===== config.mk =====
export PLATFORM = sky130hd
export DESIGN_NAME = offload_pipe
export DESIGN_NICKNAME = d
export VERILOG_FILES = /design/src/rtl/offload_pipe.sv
export SDC_FILE = /design/constraint.sdc
export NUM_CORES = 2
export LEC_CHECK = 0
export BUFFER_PORTS_ARGS = -buffer_cell sky130_fd_sc_hd__buf_2
export CORE_AREA = 2 2 471 473
export CTS_BUF_LIST = sky130_fd_sc_hd__clkbuf_8
export DETAILED_ROUTE_END_ITERATION = 6
export DIE_AREA = 0 0 473 475
export HOLD_SLACK_MARGIN = 0.08
export MAX_ROUTING_LAYER = met4
export PLACE_DENSITY = 0.46
export SLEW_MARGIN = 20
export SYNTH_ARGS = -nofsm -noshare
export SYNTH_HDL_FRONTEND = slang
export SYNTH_SLANG_ARGS = --single-unit
export TNS_END_PERCENT = 10

===== constraint.sdc =====
create_clock -name clk -period 4.5 [get_ports clk]
set_clock_uncertainty 0.15 [all_clocks]
set_input_delay 0.225 -clock clk [delete_from_list [all_inputs] [get_ports clk]]
set_output_delay 0.225 -clock clk [all_outputs]
set_load 0.03 [all_outputs]

===== src/rtl/offload_pipe.sv =====
// rtl/offload_pipe.sv - elastic AXI-S offload pipeline: validate, unpack, per-beat op, repack
// Malformed beats are consumed and counted but never enter the stage chain.
module offload_pipe #(
  parameter int REG_SIZE       = 32,
  parameter int DATA_WORDS     = 16,
  parameter int NUM_REGS       = 14,
  parameter int PIPELINE_DEPTH = 3,
  parameter logic [REG_SIZE-1:0] PKT_MAGIC = 32'h0FFA0FFB,
  parameter int CNT_W          = 16,
  localparam int TDATA_W       = DATA_WORDS * REG_SIZE,
  localparam int KEEP_W        = TDATA_W / 8,
  localparam int RW            = NUM_REGS * REG_SIZE
) (
  input  logic               clk,
  input  logic               reset,
  input  logic [1:0]         op_mode,
  input  logic               s_axis_tvalid,
  output logic               s_axis_tready,
  input  logic [TDATA_W-1:0] s_axis_tdata,
  input  logic [KEEP_W-1:0]  s_axis_tkeep,
  input  logic               s_axis_tlast,
  output logic               m_axis_tvalid,
  input  logic               m_axis_tready,
  output logic [TDATA_W-1:0] m_axis_tdata,
  output logic [KEEP_W-1:0]  m_axis_tkeep,
  output logic               m_axis_tlast,
  output logic [CNT_W-1:0]   cnt_ok,
  output logic [CNT_W-1:0]   cnt_drop,
  output logic [3:0]         dbg
);

  localparam int PD = PIPELINE_DEPTH;

  logic [PD-1:0]    valid_q, valid_d;
  logic [PD-1:0]    last_q, last_d;
  logic [RW-1:0]    regs_q [PD];
  logic [RW-1:0]    regs_d [PD];
  logic [1:0]       op_q, op_d;
  logic [CNT_W-1:0] cnt_ok_q, cnt_ok_d;
  logic [CNT_W-1:0] cnt_drop_q, cnt_drop_d;
  logic             drop_seen_q, drop_seen_d;
  logic [PD-1:0]    ready;
  logic             accept;
  logic             good;
  logic             unused_pad;

  function automatic logic [RW-1:0] apply_op(input logic [RW-1:0] r, input logic [1:0] op);
    logic [RW-1:0]       res;
    logic [REG_SIZE-1:0] w;
    logic [REG_SIZE-1:0] o;
    res = '0;
    for (int i = 0; i < NUM_REGS; i++) begin
      w = r[i*REG_SIZE +: REG_SIZE];
      o = '0;
      case (op)
        2'b00: o = w;
        2'b01: for (int b = 0; b < REG_SIZE/8; b++) o[8*b +: 8] = w[REG_SIZE-8-8*b +: 8];
        2'b10: o = w + REG_SIZE'(1);
        default: o = ~w;
      endcase
      res[i*REG_SIZE +: REG_SIZE] = o;
    end
    return res;
  endfunction

  // A stage can load when it is empty or everything downstream of it can move.
  always_comb begin
    logic r;
    r = m_axis_tready;
    for (int k = PD-1; k >= 0; k--) begin
      r        = r | !valid_q[k];
      ready[k] = r;
    end
  end

  assign s_axis_tready = ready[0] && !reset;
  assign accept        = s_axis_tvalid && s_axis_tready;
  assign good          = (&s_axis_tkeep) && (s_axis_tdata[TDATA_W-1 -: REG_SIZE] == PKT_MAGIC);

  generate
    if (RW < TDATA_W - REG_SIZE) begin : g_pad
      assign unused_pad = ^s_axis_tdata[TDATA_W-REG_SIZE-1:RW];
    end else begin : g_nopad
      assign unused_pad = 1'b0;
    end
  endgenerate

  always_comb begin
    valid_d     = valid_q;
    last_d      = last_q;
    regs_d      = regs_q;
    op_d        = op_q;
    cnt_ok_d    = cnt_ok_q;
    cnt_drop_d  = cnt_drop_q;
    drop_seen_d = drop_seen_q;

    if (ready[0]) begin
      valid_d[0] = accept && good;
      if (accept && good) begin
        regs_d[0] = s_axis_tdata[RW-1:0];
        op_d      = op_mode;
        last_d[0] = s_axis_tlast;
      end
    end

    // Stage 1 applies the captured op; later stages only delay.
    for (int k = 1; k < PD; k++) begin
      if (ready[k]) begin
        valid_d[k] = valid_q[k-1];
        if (valid_q[k-1]) begin
          regs_d[k] = (k == 1) ? apply_op(regs_q[0], op_q) : regs_q[k-1];
          last_d[k] = last_q[k-1];
        end
      end
    end

    if (accept && good && (cnt_ok_q != '1)) cnt_ok_d = cnt_ok_q + CNT_W'(1);
    if (accept && !good) begin
      drop_seen_d = 1'b1;
      if (cnt_drop_q != '1) cnt_drop_d = cnt_drop_q + CNT_W'(1);
    end
  end

  always_ff @(posedge clk) begin
    if (reset) begin
      valid_q     <= '0;
      last_q      <= '0;
      op_q        <= '0;
      cnt_ok_q    <= '0;
      cnt_drop_q  <= '0;
      drop_seen_q <= 1'b0;
      for (int k = 0; k < PD; k++) regs_q[k] <= '0;
    end else begin
      valid_q     <= valid_d;
      last_q      <= last_d;
      op_q        <= op_d;
      cnt_ok_q    <= cnt_ok_d;
      cnt_drop_q  <= cnt_drop_d;
      drop_seen_q <= drop_seen_d;
      for (int k = 0; k < PD; k++) regs_q[k] <= regs_d[k];
    end
  end

  always_comb begin
    m_axis_tdata = '0;
    if (valid_q[PD-1]) begin
      m_axis_tdata[RW-1:0]               = regs_q[PD-1];
      m_axis_tdata[TDATA_W-1 -: REG_SIZE] = PKT_MAGIC;
    end
  end

  assign m_axis_tvalid = valid_q[PD-1];
  assign m_axis_tkeep  = valid_q[PD-1] ? '1 : '0;
  assign m_axis_tlast  = valid_q[PD-1] & last_q[PD-1];
  assign cnt_ok        = cnt_ok_q;
  assign cnt_drop      = cnt_drop_q;
  assign dbg           = {drop_seen_q, m_axis_tvalid && !m_axis_tready, |valid_q, m_axis_tvalid};

endmodule


== Word level (Yosys, flattened, before mapping) ==
Index checks and enable logic that the tools add are counted.

* Output and inout bits: 615
* Bits in registers: 1,385
* Logic and storage cells: 89

* Muxes and demuxes: 17
* $add $sub $neg: 16
* Bitwise operators: 18
* Reduce and logical (&&, ||, !) cells: 20
* Equality and inequality tests: 5

{| class="wikitable"
|+ Operators by type and width
! cell !! number
|-
| 32-bit case mux with 3 select lines || 14
|-
| 32-bit by 1-bit adder with 32-bit output, second input constant || 14
|-
| 448-bit 2-to-1 mux || 1
|-
| 32-bit NOT || 14
|-
| 64-bit 2-to-1 mux || 1
|-
| 64-bit AND reduction || 1
|-
| 16-bit by 1-bit adder with 16-bit output, second input constant || 2
|-
| 32-bit by 28-bit == test with 1-bit output, second input constant || 1
|-
| 16-bit inequality test, second input constant || 2
|-
| 28-bit 2-to-1 mux || 1
|-
| 2-bit AND reduction || 4
|-
| 1-bit logical AND || 7
|-
| 1-bit logical NOT || 6
|-
| 1-bit bitwise OR || 3
|-
| 3-bit OR reduction || 1
|-
| 2-bit by 1-bit == test with 1-bit output, second input constant || 1
|-
| 2-bit == test, second input constant || 1
|-
| 2-bit logical NOT || 1
|-
| 1-bit AND || 1
|}

== Depth between registers and ports, before layout ==
* Word-level depth: 8
* Depth in mapped cells: 11

== Least setup slack after synthesis ==
OpenSTA, ideal clock, no wires.

* Kind: flip-flop to flip-flop
* Start: register valid_q[2]
* End: register regs_q[1167] in the netlist's numbering
* Data arrival time: 4.235 ns
* Setup time: 0.070 ns
* Clock period less this slack: 4.455 ns
* Required time: 4.280 ns
* Stages on the path, launching flop included: 12
* Setup slack: 0.045 ns
* Cells stage by stage: dfxtp_1 nor2b_1 buf_1 a31oi_1 nand2_1 or3_1 buf_2 buf_6 clkbuf_1 clkbuf_1 nand2_1 a21oi_1

* Longest elaborated chain between the ends: 8

{| class="wikitable"
|+ RTL lines
! item !! RTL line !! RTL
|-
| start: declaration || 34 || <nowiki>logic [PD-1:0] valid_q, valid_d;</nowiki>
|-
| start signal: assignment || 134 || <nowiki>valid_q <= valid_d;</nowiki>
|-
| 1-bit logical NOT || 71 || <nowiki>r = r | !valid_q[k];</nowiki>
|-
| 1-bit bitwise OR (3 in a row) || 71 ||
|-
| 1-bit logical AND || 76 || <nowiki>assign s_axis_tready = ready[0] && !reset;</nowiki>
|-
| named net s_axis_tready || 18 || <nowiki>output logic s_axis_tready,</nowiki>
|-
| 1-bit logical AND || 77 || <nowiki>assign accept = s_axis_tvalid && s_axis_tready;</nowiki>
|-
| 1-bit logical AND || 99 || <nowiki>if (accept && good) begin</nowiki>
|-
| 2-bit AND reduction (no source line) || -- ||
|-
| end: declaration || 36 || <nowiki>logic [RW-1:0] regs_q [PD];</nowiki>
|}

The timed path passes the listed nets, and every way through them passes these cells.
A chain may end at the register's enable or synchronous reset.

== Final worst setup path ==
* Start: input s_axis_tkeep[52]
* End: register regs_q[1079] in the netlist's numbering

* Longest elaborated chain between the ends: 4

{| class="wikitable"
|+ RTL lines
! item !! RTL line !! RTL
|-
| start: declaration || 20 || <nowiki>input logic [KEEP_W-1:0] s_axis_tkeep,</nowiki>
|-
| 64-bit AND reduction || 78 || <nowiki>assign good = (&s_axis_tkeep) && (s_axis_tdata[TDATA_W-1 -: REG_SIZE] == PKT_MAGIC);</nowiki>
|-
| 1-bit logical AND || 78 ||
|-
| 1-bit logical AND || 99 ||
|-
| 2-bit AND reduction (no source line) || -- ||
|}

No other way between the ends.

==> results.yml <==
outcome:
  outcome: "complete, no violations"
place:
  gpl.final_weighted_congestion: 0.8714
  placed_cells_incl_taps: 12480
  portBuffers: 1122
  dp_hpwl_um: 203600
cells_and_area:
  mostFrequentLayoutCell: "nand2_1"
  non_filler_cells_final: 14500
  multi_input_comb_area_sq_um: 37060
  area_delta_synth_final_pct: 39.92
  fillCellCount: 22360
  drive_gt1_frac: 0.1560
  layout.cells.most_common_list: "nand2_1 (2333), dlygate4sd3_1 (1523), a21oi_1 (1388)"
  ff_latch_area_sq_um: 27740
  nets: 12020
run:
  maxCapViolations: 0
yosys:
  post_synthesis_async_set_or_reset_flop_share: 0
  synth-main-ff-cell: "dfxtp_1"
  ys.warnings.count: 0
  synth_enable_flop_cells: 0
  netlist_instances: 9300
  yosysUniqueCellTypes: 78
  ys_seq_elements: 1385
  syn_avg_cell_area_sq_um: 7.417
  ys_seq_area_frac: 0.4020
  synth_area_sq_um: 68970
clock_tree:
  worstSkewPairLatency_ns: 1.04
  cts_made_buffers: 283
  tritoncts_num_sinks: 1385
  htreeDepth: 5
  clock_path_buffers: 4
  cts_root_buf: "clkbuf_8"
  cts.reportedPaths.clkPinSlew_ns: 0.07
  cts_tree: "done"
routing:
  avgRoutedWirePerCell_um: 21.61
  drt-total-wl_um: 313300
  drt-pass1-iter-count: 6
  detail-route-antenna-nets: 0
  via_per_inst: 5.311
  total_number_of_vias: 77020
  detail_route.drc_violations: 0
  iteration_0_drc_count_of_the_detailed_router: 5902
sta:
  final-max-slew-violation-count: 0
  highest_clock_rate_mhz: 234.1
  layout_min_cycle_time_ns: 4.271
  timing.slew.headroom: 0.2796
  rsz0062_at_grt: "no"
  finalSetupViolations: 0
  period_share: 0.9492
  totalNegativeSetupSlack_ns: 0
  timing.final.hold_violations: 0
  worst-slew-pin-transition_ns: 1.078
critical_path:
  critPathCapture: "regs_q[1079]$_SDFFE_PP0P_"
  critical_path_top_delay_cell: "dlygate4sd3_1"
  worstSetupStartpointType: "input port"
  regToRegSetupSlack_ns: 0.57
  critical_path.reg2reg.endpoint: "regs_q[1079]$_SDFFE_PP0P_"
  worstReg2RegStart: "valid_q[2]$_SDFFE_PP0P_"
  critical_path.max_stage_delay_ns: 0.68
  cp_common_cell: "dlygate4sd3_1"
  timing.critical_path.cells: "dlygate4sd3_1, buf_2, dlygate4sd3_1, nand4_1, nor4_1, dlygate4sd3_1, nand2_1, nor3_4, buf_12, buf_12, nand2_1, dlygate4sd3_1, a21oi_1, dlygate4sd3_1"
  critical_path_peak_fanout: 40
  cp_endpoint_kind: "flop"
  setup.worst_path.start: "s_axis_tkeep[52]"
  path_class: "input port to flop"
  worstPathRequired_ns: 5.31
  r2r.worst_path.cells: 10
  cp_data_arrival_time_ns: 5.08
global_routing:
  antenna_found_initial: 42
  grt.overflow.total: 0
  grt_start_max_net_pins: 189
  grt_util_all_layers: 0.2738
  grt_pass1_wl_um: 464600
  vias_in_the_first_global_route: 74110
die:
  row_count: 172
  floorplan.initialDensity: 0.3148
  number_of_placed_i_o_pins: 1198
  die-width_um: 473
  core_area_sq_um: 219100
  die_area_sq_um: 224700
  die_h_um: 475
pwr:
  seq_power_share: 0.461
  internal_power_mw: 20.15
  static-leakage-power_nw: 35.30
  clkPwrFrac: 0.490
  p_per_area_nw_per_um2: 275.6
  p_sw_frac: 0.2426
  comb_power_share: 0.049
  power.ir.vdd_worst_mv: 0.2936
  switchingPower_mw: 6.451
worst_hold_path:
  min_path_type: "flop to flop"
sequential cells by signal, indices dropped and copies added (netlist names):
signal and count:
cnt_drop 16, cnt_ok 16, drop_seen_q 1, last_q 3
op_q 2, regs_q 1344, valid_q 3
worst max-delay path, delay by kind of cell:
kind,cells,cell delay [ns]
AND/OR/NAND/NOR,5,1.01
buffers and inverters,8,3.57
AO/OA/AOI/OAI,1,0.19
how the worst min path moves through the flow:
stage                                   startpoint                        to  slack (ns)  depth (start not counted)
final                     regs_q[803]$_SDFFE_PP0P_  regs_q[355]$_SDFFE_PP0P_        0.24                          2
after global routing                 m_axis_tready   valid_q[2]$_SDFFE_PP0P_        0.19                          6
after CTS                            m_axis_tready   valid_q[2]$_SDFFE_PP0P_        0.13                          6
after detailed placement  regs_q[788]$_SDFFE_PP0P_  regs_q[788]$_SDFFE_PP0P_        0.29                          2
after global placement    regs_q[508]$_SDFFE_PP0P_  regs_q[508]$_SDFFE_PP0P_        0.28                          2
after floorplan                       s_axis_tlast    last_q[0]$_SDFFE_PP0P_        0.22                          2
routing by layer:
metal	vias up	part of all wire	GRT usage
met1	36990	0.42	0.3331
met3	698	0.056	0.04130
li1	36580	-	-
met5	-	0	-
met4	0	0.054	0.1373
met2	2753	0.47	0.4409
synthesized netlist by cell type, types with 22 or more instances:
| master | instances | area share |
|---|---|---|
| or3_1 | 31 | 0.0028 |
| buf_1 | 98 | 0.0053 |
| mux2i_1 | 236 | 0.034 |
| a311oi_1 | 25 | 0.0032 |
| o22ai_1 | 30 | 0.0027 |
| a211oi_1 | 90 | 0.0098 |
| a2111oi_0 | 22 | 0.0028 |
| a31o_2 | 33 | 0.0042 |
| o211ai_1 | 106 | 0.012 |
| nand2_1 | 2340 | 0.13 |
| nand3_1 | 214 | 0.016 |
| and4_1 | 47 | 0.0060 |
| o21ai_0 | 424 | 0.031 |
| nor2b_1 | 32 | 0.0029 |
| nor2_1 | 293 | 0.016 |
| o311ai_0 | 29 | 0.0037 |
| dfxtp_1 | 1385 | 0.40 |
| a211o_1 | 25 | 0.0032 |
| o31ai_1 | 52 | 0.0057 |
| nor3_1 | 101 | 0.0073 |
| a31oi_1 | 132 | 0.012 |
| o221ai_1 | 35 | 0.0044 |
| buf_2 | 46 | 0.0033 |
| and3_1 | 108 | 0.0098 |
| a21oi_1 | 1389 | 0.10 |
| buf_4 | 130 | 0.014 |
| and2_1 | 484 | 0.044 |
| inv_1 | 56 | 0.0030 |
| mux2_2 | 85 | 0.014 |
| nand4_1 | 136 | 0.012 |
| nor4_1 | 47 | 0.0043 |
| clkbuf_1 | 705 | 0.038 |
cell type report:
class	instances	share of cell area
Sequential cell	1385	0.2874
Inverter	58	0.002489
Clock inverter	117	0.006379
Antenna cell	34	0.0008816
Timing Repair Buffer	2774	0.2320
Multi-Input combinational cell	6915	0.3840
Tap cell	2871	0.03722
Clock buffer	348	0.04963
stage by stage:
| stage | utilization | instance area [sq um] | hold WS (ns) | power (mW) | worst slack, ns |
|---|---|---|---|---|---|
| after floorplan | - | 69130 | 0.2155 | 12.80 | 0.04501 |
| after global placement | 0.3458 | 75760 | 0.2807 | 13.19 | 0.9944 |
| after detailed placement | 0.3458 | 75770 | 0.2853 | 13.19 | 0.9126 |
| after CTS | 0.4401 | 96420 | 0.1272 | 26.91 | 0.1926 |
| after global routing | 0.4405 | 96490 | 0.1883 | 27.52 | 0.07419 |
| final | 0.4405 | 96510 | 0.2384 | 26.60 | 0.2288 |
timing repair:
action                                  in CTS  in global routing
hold buffers                              1523                  0
endpoints found under the hold margin      700                  0
buffers inserted                             0                  0
endpoints found under the setup margin       0                 14
gates resized for setup                      0                  1
power by group through the flow:
stage	sequential, mW	clock (mW)	combinational (mW)
2_1_floorplan	12.5	0	0.261
3_3_place_gp	12.5	0	0.658
3_5_place_dp	12.5	0	0.656
4_1_cts	12.3	13.4	1.28
5_1_grt	12.3	13.9	1.38
6_report	12.3	13.0	1.30
cell families (layout without fill, tap and decap cells):
family | after synthesis | in the layout | share of synthesized area
muxes | 321 | 321 | 0.04813
other | 1 | 77 | 0.00005437
adders and majority gates | 16 | 16 | 0.002902
xor gates and xnor gates | 2 | 2 | 0.0002540
AOI/OAI and AO/OA | 2628 | 2628 | 0.2257
DFF | 1385 | 1385 | 0.4020
and+or+nand+nor | 3905 | 3905 | 0.2562
buffers and inverters | 1042 | 3297 | 0.06480
(Power assumes the default switching activity.)
